<file path="config.mk">
export PLATFORM = sky130hd
export DESIGN_NAME = neuron_relu_output_stage
export DESIGN_NICKNAME = d
export VERILOG_FILES = /design/src/rtl/neuron_relu_output_stage_pkg.sv /design/src/rtl/neuron_relu_output_stage_sync_fifo.sv /design/src/rtl/neuron_relu_output_stage.sv
export SDC_FILE = /design/constraint.sdc
export NUM_CORES = 1
export LEC_CHECK = 0
export ABC_AREA = 1
export CORE_ASPECT_RATIO = 0.5
export CORE_MARGIN = 5
export CORE_UTILIZATION = 38
export CTS_BUF_LIST = sky130_fd_sc_hd__clkbuf_4
export DETAILED_ROUTE_END_ITERATION = 8
export PLACE_DENSITY_LB_ADDON = 0.1
export SLEW_MARGIN = 20
export SYNTH_ARGS = -nofsm -noshare
export SYNTH_HDL_FRONTEND = slang
export SYNTH_SLANG_ARGS = --single-unit
</file>
<file path="constraint.sdc">
create_clock -name clk -period 3 [get_ports clk]
set_clock_uncertainty 0.1 [all_clocks]
set_input_delay 0.45 -clock clk [delete_from_list [all_inputs] [get_ports clk]]
set_output_delay 0.45 -clock clk [all_outputs]
set_load 0.03 [all_outputs]
</file>
<file path="src/rtl/neuron_relu_output_stage_pkg.sv">
// Shared types and constants for the ReLU/requantize output stage.
package neuron_relu_output_stage_pkg;

   localparam int unsigned IN_W_DEF  = 18;
   localparam int unsigned OUT_W_DEF = 8;
   localparam int unsigned SHIFT_W   = 5;
   localparam int unsigned SHIFT_MAX = 17;

   typedef struct packed {
      logic [OUT_W_DEF-1:0] act;
      logic                 sat;
   } act_entry_t;

   localparam int unsigned ENTRY_W = $bits(act_entry_t);

endpackage

</file>
<file path="src/rtl/neuron_relu_output_stage_sync_fifo.sv">
// Synchronous FIFO with occupancy count; head is read straight from storage (no fall-through).
module neuron_relu_output_stage_sync_fifo #(
   parameter int unsigned WIDTH = 9,
   parameter int unsigned DEPTH = 4
) (
   input  logic                         clk,
   input  logic                         rst,
   input  logic                         push,
   input  logic [WIDTH-1:0]             wdata,
   input  logic                         pop,
   output logic [WIDTH-1:0]             rdata,
   output logic [$clog2(DEPTH+1)-1:0]   count
);

   localparam int unsigned PTR_W = (DEPTH > 1) ? $clog2(DEPTH) : 1;
   localparam int unsigned CW    = $clog2(DEPTH+1);

   logic [WIDTH-1:0] mem_q [DEPTH];
   logic [PTR_W-1:0] wr_ptr_q, wr_ptr_d;
   logic [PTR_W-1:0] rd_ptr_q, rd_ptr_d;
   logic [CW-1:0]    count_q, count_d;
   logic             do_push, do_pop;

   // Pop only when non-empty; push only when there is room after any pop.
   always_comb begin
      do_pop   = pop && (count_q != '0);
      do_push  = push && ((32'(count_q) < DEPTH) || do_pop);
      wr_ptr_d = do_push ? wr_ptr_q + PTR_W'(1) : wr_ptr_q;
      rd_ptr_d = do_pop  ? rd_ptr_q + PTR_W'(1) : rd_ptr_q;
      count_d  = count_q + CW'(do_push) - CW'(do_pop);
   end

   always_ff @(posedge clk or posedge rst) begin
      if (rst) begin
         wr_ptr_q <= '0;
         rd_ptr_q <= '0;
         count_q  <= '0;
      end else begin
         wr_ptr_q <= wr_ptr_d;
         rd_ptr_q <= rd_ptr_d;
         count_q  <= count_d;
      end
   end

   always_ff @(posedge clk) begin
      if (do_push) mem_q[wr_ptr_q] <= wdata;
   end

   assign rdata = mem_q[rd_ptr_q];
   assign count = count_q;

endmodule

</file>
<file path="src/rtl/neuron_relu_output_stage.sv">
// ReLU, rounded right-shift requantization and unsigned saturation of the MAC sum,
// buffered in a small FIFO toward the next layer, with a saturation event counter.
module neuron_relu_output_stage
   import neuron_relu_output_stage_pkg::*;
#(
   parameter int unsigned IN_W       = IN_W_DEF,
   parameter int unsigned OUT_W      = OUT_W_DEF,
   parameter int unsigned FIFO_DEPTH = 4,
   parameter int unsigned CNT_W      = 16
) (
   input  logic               clk,
   input  logic               rst,
   input  logic               in_valid,
   output logic               in_ready,
   input  logic [IN_W-1:0]    sum_in,
   input  logic [4:0]         shift_in,
   output logic               out_valid,
   input  logic               out_ready,
   output logic [OUT_W-1:0]   act_out,
   output logic               sat_out,
   input  logic               cnt_clr,
   output logic [CNT_W-1:0]   sat_count
);

   localparam int unsigned   EXT_W   = IN_W + 1;
   localparam int unsigned   FCNT_W  = $clog2(FIFO_DEPTH+1);
   localparam logic [EXT_W-1:0] ACT_MAX = EXT_W'((1 << OUT_W) - 1);

   logic [4:0]        shift_clamp;
   logic [EXT_W-1:0]  relu;
   logic [EXT_W-1:0]  q;
   act_entry_t        entry;

   logic              s1_valid_q, s1_valid_d;
   act_entry_t        s1_entry_q, s1_entry_d;
   logic              in_ready_q, in_ready_d;
   logic [CNT_W-1:0]  sat_count_q, sat_count_d;
   act_entry_t        hold_q, hold_d;
   act_entry_t        head;
   logic [FCNT_W-1:0] fifo_count;
   logic [FCNT_W-1:0] count_next;
   logic              accept, pop;

   // Datapath: extra top bit keeps the rounding add from overflowing.
   always_comb begin
      shift_clamp = (shift_in > 5'(SHIFT_MAX)) ? 5'(SHIFT_MAX) : shift_in;
      relu        = sum_in[IN_W-1] ? '0 : {1'b0, sum_in};
      if (shift_clamp == '0) q = relu;
      else q = (relu + (EXT_W'(1) << (shift_clamp - 5'd1))) >> shift_clamp;
      entry.sat = (q > ACT_MAX);
      entry.act = entry.sat ? '1 : q[OUT_W-1:0];
   end

   // in_ready looks at next-cycle occupancy so S1 always has a free FIFO slot.
   always_comb begin
      accept      = in_valid && in_ready_q;
      pop         = out_ready && out_valid;
      s1_valid_d  = accept;
      s1_entry_d  = accept ? entry : s1_entry_q;
      count_next  = fifo_count + FCNT_W'(s1_valid_q) - FCNT_W'(pop);
      in_ready_d  = (32'(count_next) + 32'(s1_valid_d)) < FIFO_DEPTH;
      hold_d      = pop ? head : hold_q;
      sat_count_d = sat_count_q;
      if (cnt_clr) sat_count_d = '0;
      else if (s1_valid_q && s1_entry_q.sat && (sat_count_q != '1))
         sat_count_d = sat_count_q + CNT_W'(1);
   end

   always_ff @(posedge clk or posedge rst) begin
      if (rst) begin
         s1_valid_q  <= 1'b0;
         s1_entry_q  <= '0;
         in_ready_q  <= 1'b0;
         sat_count_q <= '0;
         hold_q      <= '0;
      end else begin
         s1_valid_q  <= s1_valid_d;
         s1_entry_q  <= s1_entry_d;
         in_ready_q  <= in_ready_d;
         sat_count_q <= sat_count_d;
         hold_q      <= hold_d;
      end
   end

   neuron_relu_output_stage_sync_fifo #(
      .WIDTH (ENTRY_W),
      .DEPTH (FIFO_DEPTH)
   ) u_fifo (
      .clk   (clk),
      .rst   (rst),
      .push  (s1_valid_q),
      .wdata (s1_entry_q),
      .pop   (pop),
      .rdata (head),
      .count (fifo_count)
   );

   // When empty, present the last popped entry instead of stale storage.
   assign out_valid = (fifo_count != '0);
   assign act_out   = out_valid ? head.act : hold_q.act;
   assign sat_out   = out_valid ? head.sat : hold_q.sat;
   assign in_ready  = in_ready_q;
   assign sat_count = sat_count_q;

endmodule

</file>
Yosys cells after proc, flatten, opt, wreduce, memory -nomap -nowiden
Memories as Yosys holds them, arrays and structs flattened. Index checks and enable logic that the tools add are counted.

$add $sub $neg: 10. Multipliers: 0. Divide/modulo/power cells: 0. Order comparisons: 4. Eq/ne operators: 1. Shift operators: 2. Multiplexer cells: 10. Bitwise operators: 0. Reductions and logical operators: 10.

Operators with widths (number): two-way mux 16 bit (2); adder 17 x 19 -> 19 bit (1); > comparator 19 x 8 -> 1 bit, second input constant (1); two-way mux 19 bit (1); << shifter 1 x 5 -> 19 bit, first input constant (1); right shift 19 x 5 -> 19 bit (1); two-way mux 17 bit (1); adder 16 x 1 -> 16 bit, second input constant (1); two-way mux 8 bit (2); inequality test 16 bit, second input constant (1); adder 3 x 1 -> 3 bit (2); logical AND 1 bit (6); subtractor 3 x 1 -> 3 bit (2); > comparator 5 bit, second input constant (1); logical NOT 5 bit (1); two-way mux 5 bit (1); subtractor 5 x 1 -> 5 bit, second input constant (1); adder 2 x 1 -> 2 bit, second input constant (2); adder 3 x 1 -> 4 bit (1); < comparator 4 x 3 -> 1 bit, second input constant (1); < comparator 3 bit, second input constant (1); two-way mux 1 bit (3); nonzero test 3 bit (1); nonzero test 2 bit (1); logical OR 1 bit (1).

Bits in registers: 43. Latch bits: 0. RAM bits: 36. Memory bits (read-only): 0. Input port bits: 28. Output and inout port bits: 27. Word-level logic and storage cells: 48. Memories kept: 1.

Memories: u_fifo.mem_q (words 4, bits a word 9, read ports 1, clocked after memory_dff 0, write ports 1, RTL line neuron_relu_output_stage_sync_fifo.sv:18) `logic [WIDTH-1:0] mem_q [DEPTH];`.

Depth between registers and ports, before layout
Depth after elaboration: 9. Depth in mapped cells: 33. Mapped depth without buffers: 33.

By module
A second synthesis with hierarchy kept.

Cell total of the unflattened synthesis: 936. Area total of the unflattened synthesis: 6268.5 um^2.

By module, submodules not included: neuron_relu_output_stage (instances 1, cells each 765, area each 4408.0 um^2, seq. area each 900.9 um^2); neuron_relu_output_stage_sync_fifo (instances 1, cells each 171, area each 1860.5 um^2, seq. area each 1256.2 um^2).

Least setup slack after synthesis
Ideal clock, no wire load.

Path kind: input to register. Start point: in shift_in[3]. End point: reg s1_entry_q[1] in the netlist's numbering. Library setup time: 127 ps. Arrival: 3522 ps. Data required time: 2773 ps. Slack: -750 ps. Cell stages on the path: 30. Buffers on the path: 2. Cells stage by stage: inv_1 -> a21oi_4 -> nor2_1 -> inv_1 -> buf_4 -> buf_4 -> nand2_1 -> o21bai_1 -> inv_1 -> ha_1 -> inv_1 -> fa_1 -> inv_1 -> nand2_1 -> nand2_1 -> nand3_1 -> nand2_1 -> nand2_1 -> nand2_1 -> nand2_1 -> nand3_1 -> nand3_1 -> nand3_1 -> inv_1 -> nor2_1 -> nand2_1 -> nand2_1 -> nand3_1 -> nor2_4 -> a21oi_1.

Cells in the longest elaborated chain, start to end: 9. Elaborated cells between the ends (all ways): 10. Those cells by class: add/sub (2); order compare (2); shift (2); mux (3); reduce/logical (1).

Ends and longest elaborated chain: from (decl) (RTL line neuron_relu_output_stage.sv:16) `input logic [4:0] shift_in,`; > comparator 5 bit (RTL line neuron_relu_output_stage.sv:46) `shift_clamp = (shift_in > 5'(SHIFT_MAX)) ? 5'(SHIFT_MAX) : shift_in;`; two-way mux 5 bit (*) (RTL line neuron_relu_output_stage.sv:46); subtractor 5 x 1 -> 5 bit (RTL line neuron_relu_output_stage.sv:49) `else q = (relu + (EXT_W'(1) << (shift_clamp - 5'd1))) >> shift_clamp;`; << shifter 1 x 5 -> 19 bit (RTL line neuron_relu_output_stage.sv:49); adder 17 x 19 -> 19 bit (RTL line neuron_relu_output_stage.sv:49); right shift 19 x 5 -> 19 bit (RTL line neuron_relu_output_stage.sv:49); two-way mux 19 bit (*) (RTL line neuron_relu_output_stage.sv:48) `if (shift_clamp == '0) q = relu;`; > comparator 19 x 8 -> 1 bit (RTL line neuron_relu_output_stage.sv:50) `entry.sat = (q > ACT_MAX);`; two-way mux 8 bit (*) (RTL line neuron_relu_output_stage.sv:51) `entry.act = entry.sat ? '1 : q[OUT_W-1:0];`; to (signal assigned) (RTL line neuron_relu_output_stage.sv:78) `s1_entry_q <= s1_entry_d;`; to (decl) (RTL line neuron_relu_output_stage.sv:35) `act_entry_t s1_entry_q, s1_entry_d;`.

Mark *: on every way between the ends. The rest lies on a longest branch, timed or not. A chain may end at the register's enable or synchronous reset.

Worst setup path after layout
Start point: in shift_in[2]. End point: reg s1_entry_q[5] in the netlist's numbering.

The elaborated chain is that of the path after synthesis.

==> summary by stage <==
Layout
The fraction of final layout cells with drive strength greater than 1 is 0.3150. After filler insertion, the fill cell instance count of the layout stands at 1,429. Compared with the post-synthesis result, the final layout area differs by 48.00%.

The net count of the finished layout is 1,159. The count of inserted antenna diode cells is 0.

Job
The tool flagged a number of max-cap violations equal to 0.

Min path
The type of the worst min-delay path is primary input to async pin.

Timing
Setup repair after global routing could not meet its margin everywhere. The final clock period utilization by the worst path is 1.173. The final number of hold-violating endpoints was 0.

The actual transition at the worst max-transition pin is 765.2 ps. The least setup slack across all paths after layout is -517.7 ps. The number of max-slew violations in the final report was 0. The total of endpoints with negative setup slack in the final report is 9. The maximum clock rate is 284.3 MHz. The worst pin sits at a relative slew slack of 0.4867. The final-layout setup total negative slack is -4514 ps. The post-layout minimum cycle time is 3518 ps.

Place
Once detailed placement completed, the half-perimeter wirelength came to 14.96 mm. Routability-driven placement finished with a final weighted congestion of 0.9192. The count of input and output buffers is 54.

CTS
Counting the buffers created by CTS gives 9. The source-to-sink clock delay at the later pin of the worst-skew pair is 420 ps. In this run the clock root is driven by a sky130_fd_sc_hd__clkbuf_4. TritonCTS built the clock tree. The maximum count of clock buffers along a single path is 2. The clock transition at the registers of the reported paths is 140 ps.

The clock tree synthesis step divided the H-tree into 3 levels. Counting every sink on the clock net gives 79.

Detailed routing
Summing over every cut layer, the via total after detailed routing is 6,548. The number of design-rule violations left by the first detailed-router iteration is 524. For this run, design rule violations remaining after detail routing come to 0. After detailed routing, the average wire length per cell comes to 14.75 um. The sum of routed wire length over all layers is 19.36 mm. The first TritonRoute pass finished after 5 iterations. In the routed layout, each cell is associated on average with a via count of 4.991. The remaining number of nets flagged by the antenna check after routing is 0.

Power and ir drop
Of the total power, the share spent switching nets is 0.4000. The share of total power dissipated in combinational logic is 0.467. The worst-case vdd ir drop is 405.9 uV. The completed layout was analyzed and its total power is 4.560 mW.

The net switching component of the power is 1.824 mW. The internal power of the cells totals 2.736 mW. Of the total power, registers draw 0.355. The total leakage power is 4.335 nW. The power per cell area is 512.6 nW/um2. Of the total power, the clock network draws 0.178.

Synthesis
The post-synthesis sequential element count is 79. Of the synthesized area, sequential elements account for 0.3589. For this run, the leading register cell type out of synthesis is sky130_fd_sc_hd__dfrtp_1. In the synthesized netlist the async set-or-reset flop fraction comes to 0.5443. The mapped netlist covers 6011 um2. The net count after synthesis is 940. The synthesized netlist cell count is 884. The mean post-synth cell area is 6.800 um2.

The number of enable flip-flop cells after synthesis is 36. The number of distinct library cells after synthesis is 41. The Yosys step of the flow raised 0 warnings.

Setup path
The worst setup path is captured at a flip-flop. The start-to-end type of the worst setup path is primary input to flip-flop. In this run the worst path has a maximum fanout of 8. The launching element type of the critical path is a primary input. For the worst setup path, the data arrival time is 3720 ps.

Data on the critical path is required at its endpoint by 3210 ps.

Global routing
The number of antenna violations at the first check in global routing is 0. The first-pass GRT wire length is 30.95 mm. The maximum number of pins on one net before global-route repair is 22. The global-route usage over all layers is 0.2032. The global-route congestion overflow total is 0.

The via count of the first global-routing pass is 6,320.

Floorplan
The area of the die is 18,590 um2. The top-level port count is 55. The width of the die is 187.9 um. Row generation in the floorplan step produced 32 rows. The initial core utilization is 0.3889. The floorplan step set the die height to 98.93 um. The region available for standard cell placement spans 15,450 um2.

Run status
The flow ran to the end, but the final reports show violations. The final reports fail on setup timing.
## sequential cells by signal, indices dropped and copies added, names as in the netlist
signal,count
u_fifo.mem_q,36
u_fifo.wr_ptr_q,2
s1_entry_q,9
u_fifo.count,3
in_ready,1
hold_q,9
u_fifo.rd_ptr_q,2
sat_count,16
s1_valid_q,1
## cell usage in the layout, fill, tap and decap left out, types with 30 or more instances in the layout
cell type / instances
sky130_fd_sc_hd__a21oi_1: 32
sky130_fd_sc_hd__buf_4: 172
sky130_fd_sc_hd__clkdlybuf4s50_1: 42
sky130_fd_sc_hd__dfrtp_1: 43
sky130_fd_sc_hd__edfxtp_1: 36
sky130_fd_sc_hd__inv_1: 120
sky130_fd_sc_hd__nand2_1: 222
sky130_fd_sc_hd__nand2_2: 30
sky130_fd_sc_hd__nand3_1: 73
sky130_fd_sc_hd__nand3_2: 41
sky130_fd_sc_hd__nor2_1: 68
sky130_fd_sc_hd__o21ai_0: 35
## through the flow
stage / utilization / setup slack [ps] / cell area [um2] / instances / hold WS (ps)
5_1_grt: 0.5756 / -598.0 / 8896 / 1312 / 294.9
6_report: 0.5756 / -517.7 / 8896 / 1312 / 260.3
4_1_cts: 0.5524 / -361.9 / 8537 / 1300 / 258.0
3_3_place_gp: 0.5042 / -1458 / 7792 / 1254 / 366.3
3_5_place_dp: 0.5042 / -1525 / 7792 / 1254 / 373.1
2_1_floorplan: - / -502.6 / 6085 / 884 / 353.4
## logic make-up (layout without fill, tap and decap cells)
| group | count (synthesis) | after routing | share of synthesized area |
|---|---|---|---|
| and+or+nand+nor | 501 | 501 | 0.3582 |
| DFF | 79 | 79 | 0.3589 |
| buffers and inverters | 166 | 390 | 0.1074 |
| adders and majority gates | 28 | 28 | 0.06203 |
| xor gates and xnor gates | 8 | 8 | 0.01166 |
| AOI/OAI and AO/OA | 102 | 102 | 0.1018 |
## final timing paths
| path | slack (ps) | cells past startpoint | endpoint | start |
|---|---|---|---|---|
| min in group clk | 400 | 2 | hold_q[2] | hold_q[2] |
| max reg2reg | 400 | 12 | sat_count[14] | sat_count[0] |
| max in group asynchronous | 1920 | 3 | s1_entry_q[7] | rst |
| min reg2reg | 400 | 2 | hold_q[2] | hold_q[2] |
| max | -520 | 25 | s1_entry_q[5] | shift_in[2] |
| min | 260 | 2 | sat_count[3] | rst |
## worst max-delay path, stage by stage
cell	delay [ps]
sky130_fd_sc_hd__buf_2	120
sky130_fd_sc_hd__nor2_4	120
sky130_fd_sc_hd__a21oi_4	80
sky130_fd_sc_hd__nor2_4	160
sky130_fd_sc_hd__buf_6	130
sky130_fd_sc_hd__inv_6	40
sky130_fd_sc_hd__nor4_4	320
sky130_fd_sc_hd__buf_4	190
sky130_fd_sc_hd__ha_4	210
sky130_fd_sc_hd__nand2_2	90
sky130_fd_sc_hd__inv_1	50
sky130_fd_sc_hd__nand2_1	80
sky130_fd_sc_hd__buf_4	100
sky130_fd_sc_hd__a21oi_1	60
sky130_fd_sc_hd__nor2_1	170
sky130_fd_sc_hd__nand4_1	290
sky130_fd_sc_hd__buf_4	240
sky130_fd_sc_hd__nand3_2	60
sky130_fd_sc_hd__nand3_2	60
sky130_fd_sc_hd__nand2_2	80
sky130_fd_sc_hd__nand3_1	80
sky130_fd_sc_hd__nand2_1	90
sky130_fd_sc_hd__nand3_2	100
sky130_fd_sc_hd__nor2_4	240
sky130_fd_sc_hd__a21oi_1	100
## synth_stat cells, drive strengths merged (4+ instances only)
master / n / area share
nor4: 6 / 0.0062
a32o: 9 / 0.015
xor2: 6 / 0.0087
nor2: 87 / 0.059
o21ai: 38 / 0.032
inv: 139 / 0.087
nand3: 119 / 0.099
nand2: 256 / 0.16
clkbuf: 11 / 0.0069
nor3: 12 / 0.010
nand4: 11 / 0.011
clkinv: 4 / 0.0025
edfxtp: 36 / 0.18
buf: 12 / 0.011
ha: 25 / 0.052
dfrtp: 43 / 0.18
a21oi: 41 / 0.036
or2: 6 / 0.0062
## power groups by stage
stage,Clock (mW),Sequential [mW],Combinational (mW)
after floorplan,0,1.60,1.27
after global placement,0,1.63,2.00
after detailed placement,0,1.64,2.03
after CTS,0.830,1.62,2.09
after global routing,0.880,1.66,2.35
final,0.813,1.62,2.13
## what timing repair did
item | in CTS | in global routing
pin swaps | 41 | 37
endpoints found under the setup margin | 18 | 14
hold buffers | 0 | 0
resized for setup | 103 | 70
setup buffers | 30 | 12
## cell type report
type                       instances  area (um2)  share of cell area
multi-input combinational        639        3841              0.4318
sequential                        79        2157              0.2425
clock inverter                     6       116.4             0.01308
tap                              204       255.2             0.02869
inverter                         143       551.8             0.06203
timing repair buffer             231        1899              0.2135
clock buffer                      10       75.07            0.008439
## per-layer routing
metal / global-route usage / wire length [um] / vias up
met5: 0 / 0 / -
met3: 0.01734 / 667 / 26
met1: 0.2804 / 9223 / 3057
li1: - / - / 3316
met2: 0.3468 / 9112 / 149
met4: 0.05411 / 352 / 0
Power figures use the tool's default switching activity.
==> RTL edit 1, RTL diff (same flow settings) <==
Register the output `sat_count` once more, without a reset; this adds one clock of latency there. The other outputs are not delayed to match.
--- a/src/rtl/neuron_relu_output_stage.sv
+++ b/src/rtl/neuron_relu_output_stage.sv
@@ -100,7 +100,9 @@
    assign act_out   = out_valid ? head.act : hold_q.act;
    assign sat_out   = out_valid ? head.sat : hold_q.sat;
    assign in_ready  = in_ready_q;
-   assign sat_count = sat_count_q;
+   always_ff @(posedge clk) begin
+      sat_count <= sat_count_q;
+   end
 
 endmodule
 
Formal check against the unedited RTL: not equivalent (a bounded check fails within 4 cycles, from zero or initial values and one cycle with rst high).
==> RTL edit 1 against the original RTL <==
The run still ends with setup timing left; routed wire length fell by 2.4%; setup slack improved by 0.33 ns; synthesized cell count rose by 1.5%; final area rose by 5.3%; global-route usage fell by 1.6 points; via count fell by 2.9%; sequential cell count rose by 16; total power rose by 1.8%; hold slack improved by 0.048 ns; synthesized area rose by 6.8%; critical endpoint is now s1_entry_q[3]; largest cell class unchanged.
==> RTL edit 1: results (changes against the original RTL) <==
set qor(reg_to_reg_setup_timing_slack_ns) 0.34 ;# -0.06 ns
set qor(via_count) 6355 ;# -2.9%
set qor(status) {finished, violations left}
set qor(setup_viol) 9 ;# unchanged
set qor(failed_checks) {setup timing}
set qor(worstPathArrival_ns) 3.42 ;# -0.30 ns
set qor(critPathSlowestCell) {sky130_fd_sc_hd__fa_2}
set qor(met2_wirelength_um) 8860 ;# -2.8%
set qor(drt-met1-wl_um) 9070 ;# -1.7%
set qor(p_leak_nw) 4.42 ;# +1.9%
set qor(post-place-cells) 1257 ;# +0.24%
set qor(drt_iter0_drc) 288 ;# -45%
set qor(met3WireLength_um) 461 ;# -31%
set qor(worst_slack_ns) -0.188 ;# +0.330 ns
set qor(cts.repair_timing.setup_buffer_count) 13 ;# -57%
set qor(global_route.usage.total_pct) 18.7 ;# -1.6 points
set qor(grtUsageMet1_pct) 26.1 ;# -2.0 points
set qor(synth_sequential_area_ratio_pct) 38.6 ;# +2.7 points
set qor(crit_path_max_fanout) 5 ;# -3
set qor(via_per_inst) 4.90 ;# -1.8%
set qor(postSynthNetCount) 953 ;# +1.4%
set qor(layout_cell_share_with_drive_strength_beyond_1_pct) 35.6 ;# +4.1 points
set qor(num-fill-cells) 1526 ;# +6.8%
set qor(holdCritPathClass) {flop to flop}
set qor(hpwl_um) 14200 ;# -5.3%
[RTL edit 1: area by class of cell]
cell class	instances	area share [%]
Sequential cell	95	26.4
Clock inverter	6	0.641
Inverter	150	6.20
Tap cell	227	3.03
Clock buffer	10	0.801
Multi-Input combinational cell	626	46.1
Timing Repair Buffer	183	16.8
[RTL edit 1: report_power, final]
part | switching, mW | leakage, nW | internal, mW
clock network | 0.407 | 0.0805 | 0.262
logic | 1.30 | 3.35 | 0.839
registers | 0.175 | 0.982 | 1.65
total | 1.89 | 4.42 | 2.76
[RTL edit 1: through the flow]
step	hold WS (ns)	worst slack [ns]	instance area (um2)	setup TNS, ns	util (%)
after floorplan	0.247	-0.412	6560	-3.64	-
after global placement	0.275	-1.29	8040	-11.48	48.8
after detailed placement	0.280	-1.31	8040	-11.63	48.8
after CTS	0.314	-0.224	8560	-1.63	52.0
after global routing	0.325	-0.387	9370	-3.22	56.9
final	0.308	-0.188	9370	-1.59	56.9
[RTL edit 1: cell families after synthesis]
group	share of synthesized area (%)
AND/OR/NAND/NOR	36.1
buffers and inverters	10.7
flip-flops	38.6
AO/OA/AOI/OAI	8.05
adder cells (fa/ha/maj)	5.81
XOR/XNOR	0.682
[RTL edit 1: worst paths after layout]
| check | from | end | depth (start not counted) |
|---|---|---|---|
| worst min register to register | sat_count_q[5] | sat_count[5] | 0 |
| max in group asynchronous | rst | s1_entry_q[3] | 3 |
| min in group asynchronous | rst | sat_count_q[7] | 3 |
| worst max-delay path | shift_in[3] | s1_entry_q[3] | 33 |
| worst min-delay path | sat_count_q[5] | sat_count[5] | 0 |
| worst max register to register | sat_count_q[0] | sat_count_q[14] | 16 |
==> RTL edit 2, RTL diff (config.mk and constraints unchanged) <==
Made on the original files. `SHIFT_MAX`: 17 -> 8.
--- a/src/rtl/neuron_relu_output_stage_pkg.sv
+++ b/src/rtl/neuron_relu_output_stage_pkg.sv
@@ -4,7 +4,7 @@
    localparam int unsigned IN_W_DEF  = 18;
    localparam int unsigned OUT_W_DEF = 8;
    localparam int unsigned SHIFT_W   = 5;
-   localparam int unsigned SHIFT_MAX = 17;
+   localparam int unsigned SHIFT_MAX = 8;
 
    typedef struct packed {
       logic [OUT_W_DEF-1:0] act;
Formal check against the unedited RTL: not equivalent (a bounded check fails within 4 cycles, from zero or initial values and one cycle with rst high).
==> RTL edit 2 against the original RTL <==
The run still ends with setup timing left; setup slack better by 0.45 ns; synthesized area down 5.8%; routed wire length down 20%; cell count down 13%; final area down 11%; core utilization down 3.0 points; total power down 0.64%; sequential cell count unchanged; largest power group unchanged.
==> RTL edit 2: results (changes against the original RTL) <==
set qor(failed_checks) {setup timing}
set qor(layout_cell_share_with_drive_strength_beyond_1_pct) 28.2 ;# -3.3 points
set qor(grtUsageMet1_pct) 25.3 ;# -2.7 points
set qor(r2r.worst_path.cells) 11 ;# -1
set qor(worst_slack_ns) -0.0639 ;# +0.454 ns
set qor(met3WireLength_um) 508 ;# -24%
set qor(route.final.wire_length_um) 15600 ;# -20%
set qor(largest_net_degree_at_the_start_of_global_routing) 44 ;# +100%
set qor(via_per_inst) 4.83 ;# -3.2%
set qor(met2_wirelength_um) 7090 ;# -22%
set qor(global_route.usage.total_pct) 17.8 ;# -2.5 points
set qor(cts.repair_timing.setup_buffer_count) 8 ;# -73%
set qor(yosysUniqueCellTypes) 44 ;# +7.3%
set qor(postSynthCellCount) 791 ;# -11%
set qor(use_met2_pct) 29.9 ;# -4.8 points
set qor(cp-startpoint) {shift_in[3]}
set qor(worstReg2RegStart) {u_fifo.count[1]}
set qor(hpwl_um) 11900 ;# -21%
set qor(p_leak_nw) 3.80 ;# -12%
set qor(num-fill-cells) 1395 ;# -2.4%
set qor(number_of_detailed_route_iterations_in_the_first_pass) 4 ;# -1
set qor(nNetsFinal) 1000 ;# -14%
set qor(worstPathArrival_ns) 3.27 ;# -0.45 ns
set qor(synth_commonest_cells) {226 x sky130_fd_sc_hd__nand2_1, 127 x sky130_fd_sc_hd__inv_1, 92 x sky130_fd_sc_hd__nand3_1}
set qor(setup_viol) 8 ;# -1
set qor(drt_iter0_drc) 287 ;# -45%
set qor(relSlewSlack_pct) 63.1 ;# +14 points
set qor(synth_sequential_area_ratio_pct) 38.1 ;# +2.2 points
set qor(synth.top_cells.by_area) {sky130_fd_sc_hd__edfxtp_1 19%, sky130_fd_sc_hd__dfrtp_1 19%, sky130_fd_sc_hd__nand2_1 15%, sky130_fd_sc_hd__inv_1 8.4%, sky130_fd_sc_hd__nand3_1 8.1%}
set qor(grt_pass1_wl_um) 25700 ;# -17%
set qor(detailed_place.area_um2) 7050 ;# -9.6%
set qor(gp_congestion) 0.847 ;# -7.9%
set qor(drt-met1-wl_um) 7800 ;# -15%
set qor(post_cts_resized) 65 ;# -37%
set qor(grt.met3_usage_pct) 1.62 ;# -0.11 points
set qor(pre_cts_slack_ns) -1.02 ;# +0.507 ns
set qor(status) {finished, violations left}
-- RTL edit 2: cell types whose count changed in the layout (fill, tap and decap cells not counted), sizes merged, moves of 6 or more --
cell and delta:
nor2 -20, a21oi -10, nand2 -26, buf -82, nand3 -26, dlymetal6s2s +6, conb +9
-- RTL edit 2: power groups by stage --
stage | clock network [mW] | logic (mW) | registers (mW)
2_1_floorplan | 0 | 1.29 | 1.60
3_3_place_gp | 0 | 2.06 | 1.60
3_5_place_dp | 0 | 2.08 | 1.61
4_1_cts | 0.762 | 2.14 | 1.59
5_1_grt | 0.805 | 2.45 | 1.63
6_report | 0.742 | 2.20 | 1.59
-- RTL edit 2: layout make-up --
class / count / share of cell area [%]
well taps: 198 / 3.12
repair buffers: 149 / 16.5
multi-input cells: 570 / 44.5
clock inverters: 7 / 1.29
inverters: 135 / 6.65
flip-flops and latches: 79 / 27.2
clock buffers: 9 / 0.851
-- RTL edit 2: cells by family (layout without fill, tap and decap cells) --
logic type | after synthesis | in the layout | synth area share (%)
xor gates and xnor gates | 11 | 11 | 1.70
AOI/OAI and AO/OA | 93 | 94 | 9.91
other | 1 | 9 | 0.0663
DFF | 79 | 79 | 38.1
adders and majority gates | 28 | 28 | 6.59
buffers and inverters | 152 | 300 | 10.9
and+or+nand+nor | 427 | 428 | 32.7
-- RTL edit 2: worst paths after layout --
check / endpoint / slack [ns]
worst min-delay path: u_fifo.count[1] / 0.37
worst max-delay path: s1_entry_q[6] / -0.06
min in group clk: hold_q[2] / 0.40
worst min register to register: hold_q[2] / 0.40
worst max register to register: in_ready / 0.55
max in group asynchronous: sat_count[4] / 2.04
-- RTL edit 2: worst max-delay path: stages --
cell	delay, ns
sky130_fd_sc_hd__clkdlybuf4s15_2	0.19
sky130_fd_sc_hd__nor2_4	0.15
sky130_fd_sc_hd__inv_8	0.05
sky130_fd_sc_hd__o21ai_4	0.08
sky130_fd_sc_hd__nand2_4	0.09
sky130_fd_sc_hd__clkinv_4	0.06
sky130_fd_sc_hd__nand2_4	0.04
sky130_fd_sc_hd__nor2_2	0.12
sky130_fd_sc_hd__ha_2	0.19
sky130_fd_sc_hd__inv_2	0.04
sky130_fd_sc_hd__fa_2	0.35
sky130_fd_sc_hd__inv_2	0.07
sky130_fd_sc_hd__buf_4	0.10
sky130_fd_sc_hd__nand3_1	0.10
sky130_fd_sc_hd__nand4_1	0.16
sky130_fd_sc_hd__nand3_2	0.12
sky130_fd_sc_hd__nand3_2	0.10
sky130_fd_sc_hd__nand2_2	0.08
sky130_fd_sc_hd__nor2_4	0.13
sky130_fd_sc_hd__nand3_4	0.10
sky130_fd_sc_hd__a21oi_4	0.26
sky130_fd_sc_hd__nand3_2	0.11
sky130_fd_sc_hd__nand2_1	0.07
sky130_fd_sc_hd__inv_1	0.03
